[src/rtl/mul_wb_stage.sv]
// M5 writeback stage of the multiply pipeline: a 2-entry in-order skid FIFO
// that arbitrates for the ROB write port and back-pressures M1-M4.
module mul_wb_stage #(
   parameter int WORD_SIZE       = 32,
   parameter int INSTR_TYPE_SZ   = 3,
   parameter int ROB_ENTRY_WIDTH = 4
) (
   input  logic                       clk,
   input  logic                       reset,
   input  logic                       in_valid,
   input  logic [INSTR_TYPE_SZ-1:0]   in_instruction_type,
   input  logic [WORD_SIZE-1:0]       in_pc,
   input  logic [WORD_SIZE-1:0]       in_result,
   input  logic [ROB_ENTRY_WIDTH-1:0] in_rob_id,
   input  logic                       flush,
   input  logic                       rob_grant,
   output logic                       stall,
   output logic                       rob_req,
   output logic [INSTR_TYPE_SZ-1:0]   instruction_type_out,
   output logic [WORD_SIZE-1:0]       pc_out,
   output logic [WORD_SIZE-1:0]       result_out,
   output logic [ROB_ENTRY_WIDTH-1:0] rob_id_out,
   output logic                       wb_fire,
   output logic [31:0]                stall_cycles
);

   typedef struct packed {
      logic [INSTR_TYPE_SZ-1:0]   itype;
      logic [WORD_SIZE-1:0]       pc;
      logic [WORD_SIZE-1:0]       result;
      logic [ROB_ENTRY_WIDTH-1:0] rob_id;
   } entry_t;

   entry_t     mem [2];
   logic       head;
   logic       tail;
   logic [1:0] count;
   logic       push;

   // stall depends only on registered occupancy, keeping it off any grant path
   assign stall   = (count == 2'd2);
   assign rob_req = (count != 2'd0) && !flush;
   assign wb_fire = rob_req && rob_grant;
   assign push    = in_valid && !stall && !flush;

   assign instruction_type_out = mem[head].itype;
   assign pc_out               = mem[head].pc;
   assign result_out           = mem[head].result;
   assign rob_id_out           = mem[head].rob_id;

   always_ff @(posedge clk or negedge reset) begin
      if (!reset) begin
         head         <= 1'b0;
         tail         <= 1'b0;
         count        <= 2'd0;
         stall_cycles <= 32'd0;
         for (int i = 0; i < 2; i++) mem[i] <= '0;
      end else begin
         if (stall && (stall_cycles != 32'hFFFF_FFFF))
            stall_cycles <= stall_cycles + 32'd1;
         if (flush) begin
            head  <= 1'b0;
            tail  <= 1'b0;
            count <= 2'd0;
         end else begin
            if (push) begin
               mem[tail] <= '{itype: in_instruction_type, pc: in_pc,
                              result: in_result, rob_id: in_rob_id};
               tail      <= ~tail;
            end
            if (wb_fire) head <= ~head;
            case ({push, wb_fire})
               2'b10:   count <= count + 2'd1;
               2'b01:   count <= count - 2'd1;
               default: count <= count;
            endcase
         end
      end
   end

endmodule

[config.mk]
export PLATFORM = sky130hd
export DESIGN_NAME = mul_wb_stage
export DESIGN_NICKNAME = d
export VERILOG_FILES = /design/src/rtl/mul_wb_stage.sv
export SDC_FILE = /design/constraint.sdc
export NUM_CORES = 1
export LEC_CHECK = 0
export ABC_AREA = 1
export CAP_MARGIN = 0
export CORE_UTILIZATION = 45
export CTS_BUF_LIST = sky130_fd_sc_hd__clkbuf_8 sky130_fd_sc_hd__clkbuf_16
export DETAILED_ROUTE_END_ITERATION = 10
export PLACE_DENSITY_LB_ADDON = 0.08
export REMOVE_ABC_BUFFERS = 1
export SYNTH_ARGS = -nofsm -noshare
export SYNTH_HDL_FRONTEND = slang
export SYNTH_SLANG_ARGS = --single-unit
export TNS_END_PERCENT = 50
[constraint.sdc]
create_clock -name clk -period 2 [get_ports clk]
set_input_delay 0.3 -clock clk [delete_from_list [all_inputs] [get_ports clk]]
set_output_delay 0.3 -clock clk [all_outputs]
set_load 0.05 [all_outputs]
# --- After elaboration in Yosys (flattened, before gate mapping) ---
# Index checks and enable logic that the tools add are counted.
op_classes:
  magnitude_cmp: 3
  n_bitwise: 5
  n_eq_ne: 4
  n_addsub: 3
  mux: 12
  n_reduce_logical: 13
op_table:
  columns: ["op", "count"]
  rows:
  - ["71-bit two-way mux", 4]
  - ["142-bit bitwise mux", 1]
  - ["71-bit demux with 1-bit select", 1]
  - ["32-bit by 1-bit adder with 32-bit output, second input constant", 1]
  - ["32-bit inequality test, second input constant", 1]
  - ["1-bit logical AND", 6]
  - ["2-bit nonzero test", 3]
  - ["2-bit equality test, second input constant", 2]
  - ["2-bit >= comparator, second input constant", 2]
  - ["1-bit two-way mux", 4]
  - ["1-bit NOT with 2-bit output", 2]
  - ["2-bit one-hot mux with 2 select lines", 1]
  - ["1-bit NOT", 3]
  - ["3-bit nonzero test", 1]
  - ["2-bit by 1-bit adder with 2-bit output, second input constant", 1]
  - ["2-bit by 1-bit equality test with 1-bit output, second input constant", 1]
  - ["1-bit logical NOT", 2]
  - ["2-bit by 1-bit less-than comparator with 1-bit output, second input constant", 1]
  - ["2-bit two-way mux", 1]
  - ["2-bit AND reduction", 1]
  - ["2-bit by 1-bit subtractor with 2-bit output, second input constant", 1]
word_totals:
  input_bits: 76
  regBits: 178
  output_inout_bits: 106
  wordCells: 52

# --- Depth between registers and ports, before layout ---
depth:
  ltp_word: 7
  depth_mapped: 11
  ltp_nobuf: 10

# --- Worst setup path after synthesis ---
# Ideal clock, no wire load.
synth_timing:
  path_kind: "reg2reg"
  from: "register count[0]"
  to: "register count[0]"
  setup_ps: 130
  path_slack_ps: -193
  path_stages_with_launch: 8
  t_arrival_ps: 2064
  path_buffers: 0
  period_less_slack_ps: 2193
  cell_sequence: "dfrtp_1 nor2_1 nor3_1 nand2_1 nand2_1 inv_1 nand2_1 o21ai_0"
synth_lines:
  columns: ["element", "line_no", "source"]
  rows:
  - ["start: declaration", "37", "logic [1:0] count;"]
  - ["start signal: assignment", "73", "2'b10: count <= count + 2'd1;"]
  - ["start signal: assignment", "74", "2'b01: count <= count - 2'd1;"]
  - ["start signal: assignment", "75", "default: count <= count;"]
  - ["2-bit nonzero test *", "42", "assign rob_req = (count != 2'd0) && !flush;"]
  - ["1-bit logical AND *", "42", null]
  - ["1-bit logical AND *", "43", "assign wb_fire = rob_req && rob_grant;"]
  - ["net wb_fire", "23", "output logic wb_fire,"]
  - ["2-bit by 1-bit equality test with 1-bit output / 2-bit equality test (equally long branches)", "72", "case ({push, wb_fire})"]
  - ["2-bit one-hot mux with 2 select lines", "72", null]
  - ["2-bit two-way mux", "61", "if (flush) begin"]
# Mark *: on every way through the listed nets, which the timed path passes. The rest lies on a longest branch.
# A chain may end at the register's enable or synchronous reset.

# --- Worst setup path after layout ---
layout_timing:
  from: "register head"
  to: "output port result_out[1]"
layout_via:
  elab_chain_len: 4
layout_rtl:
  columns: ["element", "line_no", "source"]
  rows:
  - ["start: declaration", "35", "logic head;"]
  - ["start signal: assignment", "71", "if (wb_fire) head <= ~head;"]
  - ["1-bit NOT with 2-bit output (implied by the code)", "48", "assign result_out = mem[head].result;"]
  - ["71-bit two-way mux (3 in series)", null, null]
  - ["end: declaration", "21", "output logic [WORD_SIZE-1:0] result_out,"]
# Every way passes these cells. The select of a mux whose other input is x is not followed.

==> summary by stage <==
Status
The run finished, with violations left. The checks that failed: setup timing.

Setup path
By startpoint and endpoint, the worst setup path is classified as register to output port. Traced cell by cell, the critical path runs through buf_12, clkbuf_16, mux2_2, buf_6. Along the worst path, the maximum fanout reaches 13. The worst-case register-to-register setup slack is 0.16 ns. STA classifies the critical path startpoint as a register.

The data arrival time of the critical path is 1.70 ns. For the worst setup path, the data required time is 1.70 ns. The family with the most delay on the worst path is flip-flops. The maximum cell stage delay along the critical path is 0.50 ns. The slowest stage cell on the critical path is sky130_fd_sc_hd__dfrtp_4. The worst setup path is captured at an output port.

The critical path contains buffers and inverters numbering 3 combined.

Synthesis
Synthesis handed over a netlist of 983 instances. The dominant combinational cell family by area after synthesis is simple AND/OR/NAND/NOR gates. Synthesis inferred 178 register bits.

The share of synthesized area in the top cell type comes to 52.4%. In the post-synthesis netlist, the biggest area contributors are sky130_fd_sc_hd__dfrtp_1, sky130_fd_sc_hd__nand2_1, sky130_fd_sc_hd__mux2_2. Summing every instance area after synthesis gives 8500 um^2. Summing the areas of all and, or, nand and nor instances in the mapped netlist gives 19.9% of the synthesized area. For this run, the leading register cell type out of synthesis is sky130_fd_sc_hd__dfrtp_1. The synthesized netlist devotes 8.90% of its cell area to compound gates. The portion of netlist area occupied by mux cells is 9.41%. The xor-xnor portion of the synthesized cell area is 1.55%. In this run, distinct cell masters in the synthesized netlist total 25. Summed over all instances, the cell type with the most area after synthesis is sky130_fd_sc_hd__dfrtp_1. The synthesized area divided by synthesized cell count is 8.64 um^2. Counting flops with a built-in enable in the synthesized netlist gives 0. In the synthesized netlist the async set-or-reset flop fraction comes to 100%. The Yosys warning count is 0. The synthesized-area fraction occupied by adder cells is 0.147%. The register area share after synthesis is between 50% and 60%.

Power
Dividing total power by cell area gives a power density of 1540 nW/um^2. The worst-case vdd ir drop is 0.00103 V. For this design the static power due to leakage is between 5 and 6 nW. The sum of internal, switching and leakage power is 17.6 mW.

Floorplan
In this run the core area contains 49 standard-cell rows. The die outline width is 139 um. The die covers ~20000 um^2. The floorplan step set the die height to around 140 um. Once the floorplan was initialized, standard cells occupied 46.7% of the core. The core area is 18200 um^2. The count of boundary I/O pins is between 150 and 200.

Cells and area
The number of antenna diodes in the final layout is 0. The fraction of final layout cells with drive strength greater than 1 is 19.1%. The number of fill cells is 1585. At the end of the flow the core is filled with cells to 63.0%. Once layout is complete, the cells apart from fillers number 1410. After the last flow step, the layout net total stands at roughly 1.2k. Relative to the synthesized area, the layout overhead comes to 34.9%.

Timing
The count of pins over their slew limit was 0. At the pin with the least slew margin, the transition time is 0.513 ns. In this run the tightest slew margin relative to its limit is 65.7%.

Across the routed clock network, the largest skew measured is 0.00825 ns. The number of setup violations in the final report is 2. Setup repair after global routing could not meet its margin everywhere. The highest clock rate is 499 MHz.

The smallest clock period supported by the final layout is computed as roughly 2 ns. Dividing the final minimum period by the clock period gives 100%. The final worst setup slack is -0.00363 ns.

The worst hold margin is ~0.38 ns. The count of final hold-check violations is 0.

Clock network
The clock tree from TritonCTS is done. The later pin in the worst-skew pair is clocked with a latency of 0.43 ns. For this design, the sink count on the clock tree is 178. No sink is reached through more buffers than the 2 on the longest clock path. The number of clock buffers added by TritonCTS is 17. After clock tree synthesis, the clock-pin slew on the worst setup and hold paths is 0.07 ns. The H-tree was split into 4 levels.

CTS placed an instance of sky130_fd_sc_hd__clkbuf_16 at the clock tree root.

Drt
The number of DRC violations after detailed-routing iteration 0 is 308. Once detail routing completed, the nets flagged for antenna violations numbered 0. For this block, the routed nets add up to 19600 um of wire. Across all layers, the routed design uses 6791 vias.

The average via count per standard cell is approximately 4.8. The number of design rule violations left after detail routing is 0. Dividing the detail-routed wire length by the instance count gives around 14 um.

The first TritonRoute pass finished after 6 iterations.

GRT
The first global-routing pass estimated 32200 um of wire. The number of global-route vias before repair is 6564. In the global route stage, overall resource usage came out at a little over a fifth.

Entering global routing, the biggest net connects 51 pins. After global routing the overflow that remains totals 0. The number of antenna violations at the first check in global routing was 0.

Run
Max-cap violations in this run came to 0.

Placed design
The number of buffers inserted by port buffering is 181. Counting tap cells, the placed design contains a total of 1371 instances. The wire-length estimate of the detail-placed layout is between 10000 and 15000 um.

At the end of routability-driven placement, the weighted congestion stood at around 0.87. The pre-CTS setup slack is 0.112 ns.

Min path
The worst hold-check path type is primary input to async pin.
## routing by layer
| metal | up-vias | global-route usage [%] | share of wire [%] |
|---|---|---|---|
| met3 | 12 | 6.88 | 5.8 |
| met1 | 3177 | 26.7 | 46 |
| li1 | 3470 | - | - |
| met2 | 132 | 33.7 | 47 |
| met5 | - | 0 | 0 |
| met4 | 0 | 5.67 | 0.92 |
## layout by cell type (no fill, tap or decap), drive strengths merged
master and count:
buf 103, bufinv 2, clkbuf 19, clkdlybuf4s50 74, clkinv 5, clkinvlp 1
dfrtp 178, dlygate4sd2 27, dlygate4sd3 1, dlymetal6s2s 2, ha 1, inv 113
mux2 71, nand2 336, nand3 23, nand4 3, nor2 55, nor3 1
o21ai 151, xnor2 7, xor2 8
## through the flow
stage	cell area (um^2)	TNS, ns
2_1_floorplan	8240	-111.45
3_3_place_gp	10500	0
3_5_place_dp	10500	0
4_1_cts	11300	-0.963
5_1_grt	11500	-2.09
6_report	11500	-0.00374
## logic make-up after synthesis
family | Yosys count
buffers and inverters | 149
multiplexers | 71
flip-flops | 178
adder cells (fa/ha/maj) | 1
AND/OR/NAND/NOR | 418
XOR/XNOR | 15
AO/OA/AOI/OAI | 151
## Yosys cell counts, types with 7 or more instances
master                     number
sky130_fd_sc_hd__clkbuf_1      14
sky130_fd_sc_hd__nor2_1        48
sky130_fd_sc_hd__mux2_2        71
sky130_fd_sc_hd__xor2_1         8
sky130_fd_sc_hd__xnor2_1        7
sky130_fd_sc_hd__o21ai_0      150
sky130_fd_sc_hd__nand2_1      331
sky130_fd_sc_hd__dfrtp_1      178
sky130_fd_sc_hd__buf_4          9
sky130_fd_sc_hd__nand3_1       21
sky130_fd_sc_hd__inv_1        104
sky130_fd_sc_hd__buf_2         15
## timing repair
item | 4_1_cts | 5_1_grt
hold buffers | 1 | 0
setup buffers | 2 | 2
cloned | 0 | 2
hold endpoints to repair | 46 | 0
resized for setup | 76 | 22
setup endpoints to repair | 89 | 90
## final cells by class
type                       instances  area, um^2  area share (%)
sequential                       178        4460            38.9
multi-input combinational        656        3410            29.8
timing repair buffer             209        2290            20.0
clock buffer                      17         425            3.71
inverter                         106         400            3.49
tap                              229         287            2.50
clock inverter                    15         191            1.67
## registers in the layout, indices dropped and copies added (netlist names)
signal and flops:
head 1, stall_cycles 32, tail 1, mem 142, count 2
## final timing paths
path,from,end,cells after the start
setup / recovery,head,result_out[1],4
hold / removal,reset,mem[66],2
setup reg to reg,stall_cycles[1],stall_cycles[31],10
hold reg to reg,mem[103],mem[103],2
max in group asynchronous,reset,stall_cycles[15],3
min in group clk,in_instruction_type[1],mem[69],3
## worst reg2reg max path, cell delays in order (launching register included)
cell	delay (ns)
sky130_fd_sc_hd__dfrtp_1	0.43
sky130_fd_sc_hd__ha_2	0.29
sky130_fd_sc_hd__inv_2	0.07
sky130_fd_sc_hd__nor2_4	0.14
sky130_fd_sc_hd__nand2_4	0.09
sky130_fd_sc_hd__nor2_8	0.17
sky130_fd_sc_hd__nand2_4	0.08
sky130_fd_sc_hd__nand2_4	0.15
sky130_fd_sc_hd__inv_4	0.14
sky130_fd_sc_hd__nand2_1	0.12
sky130_fd_sc_hd__nand2_1	0.05
## power breakdown
group	switching (mW)	total, mW	leakage, nW	internal [mW]
Sequential	0.727	5.68	2.26	4.95
Clock	1.55	3.45	0.300	1.91
Combinational	5.16	8.48	3.18	3.32
Power figures use the tool's default switching activity.
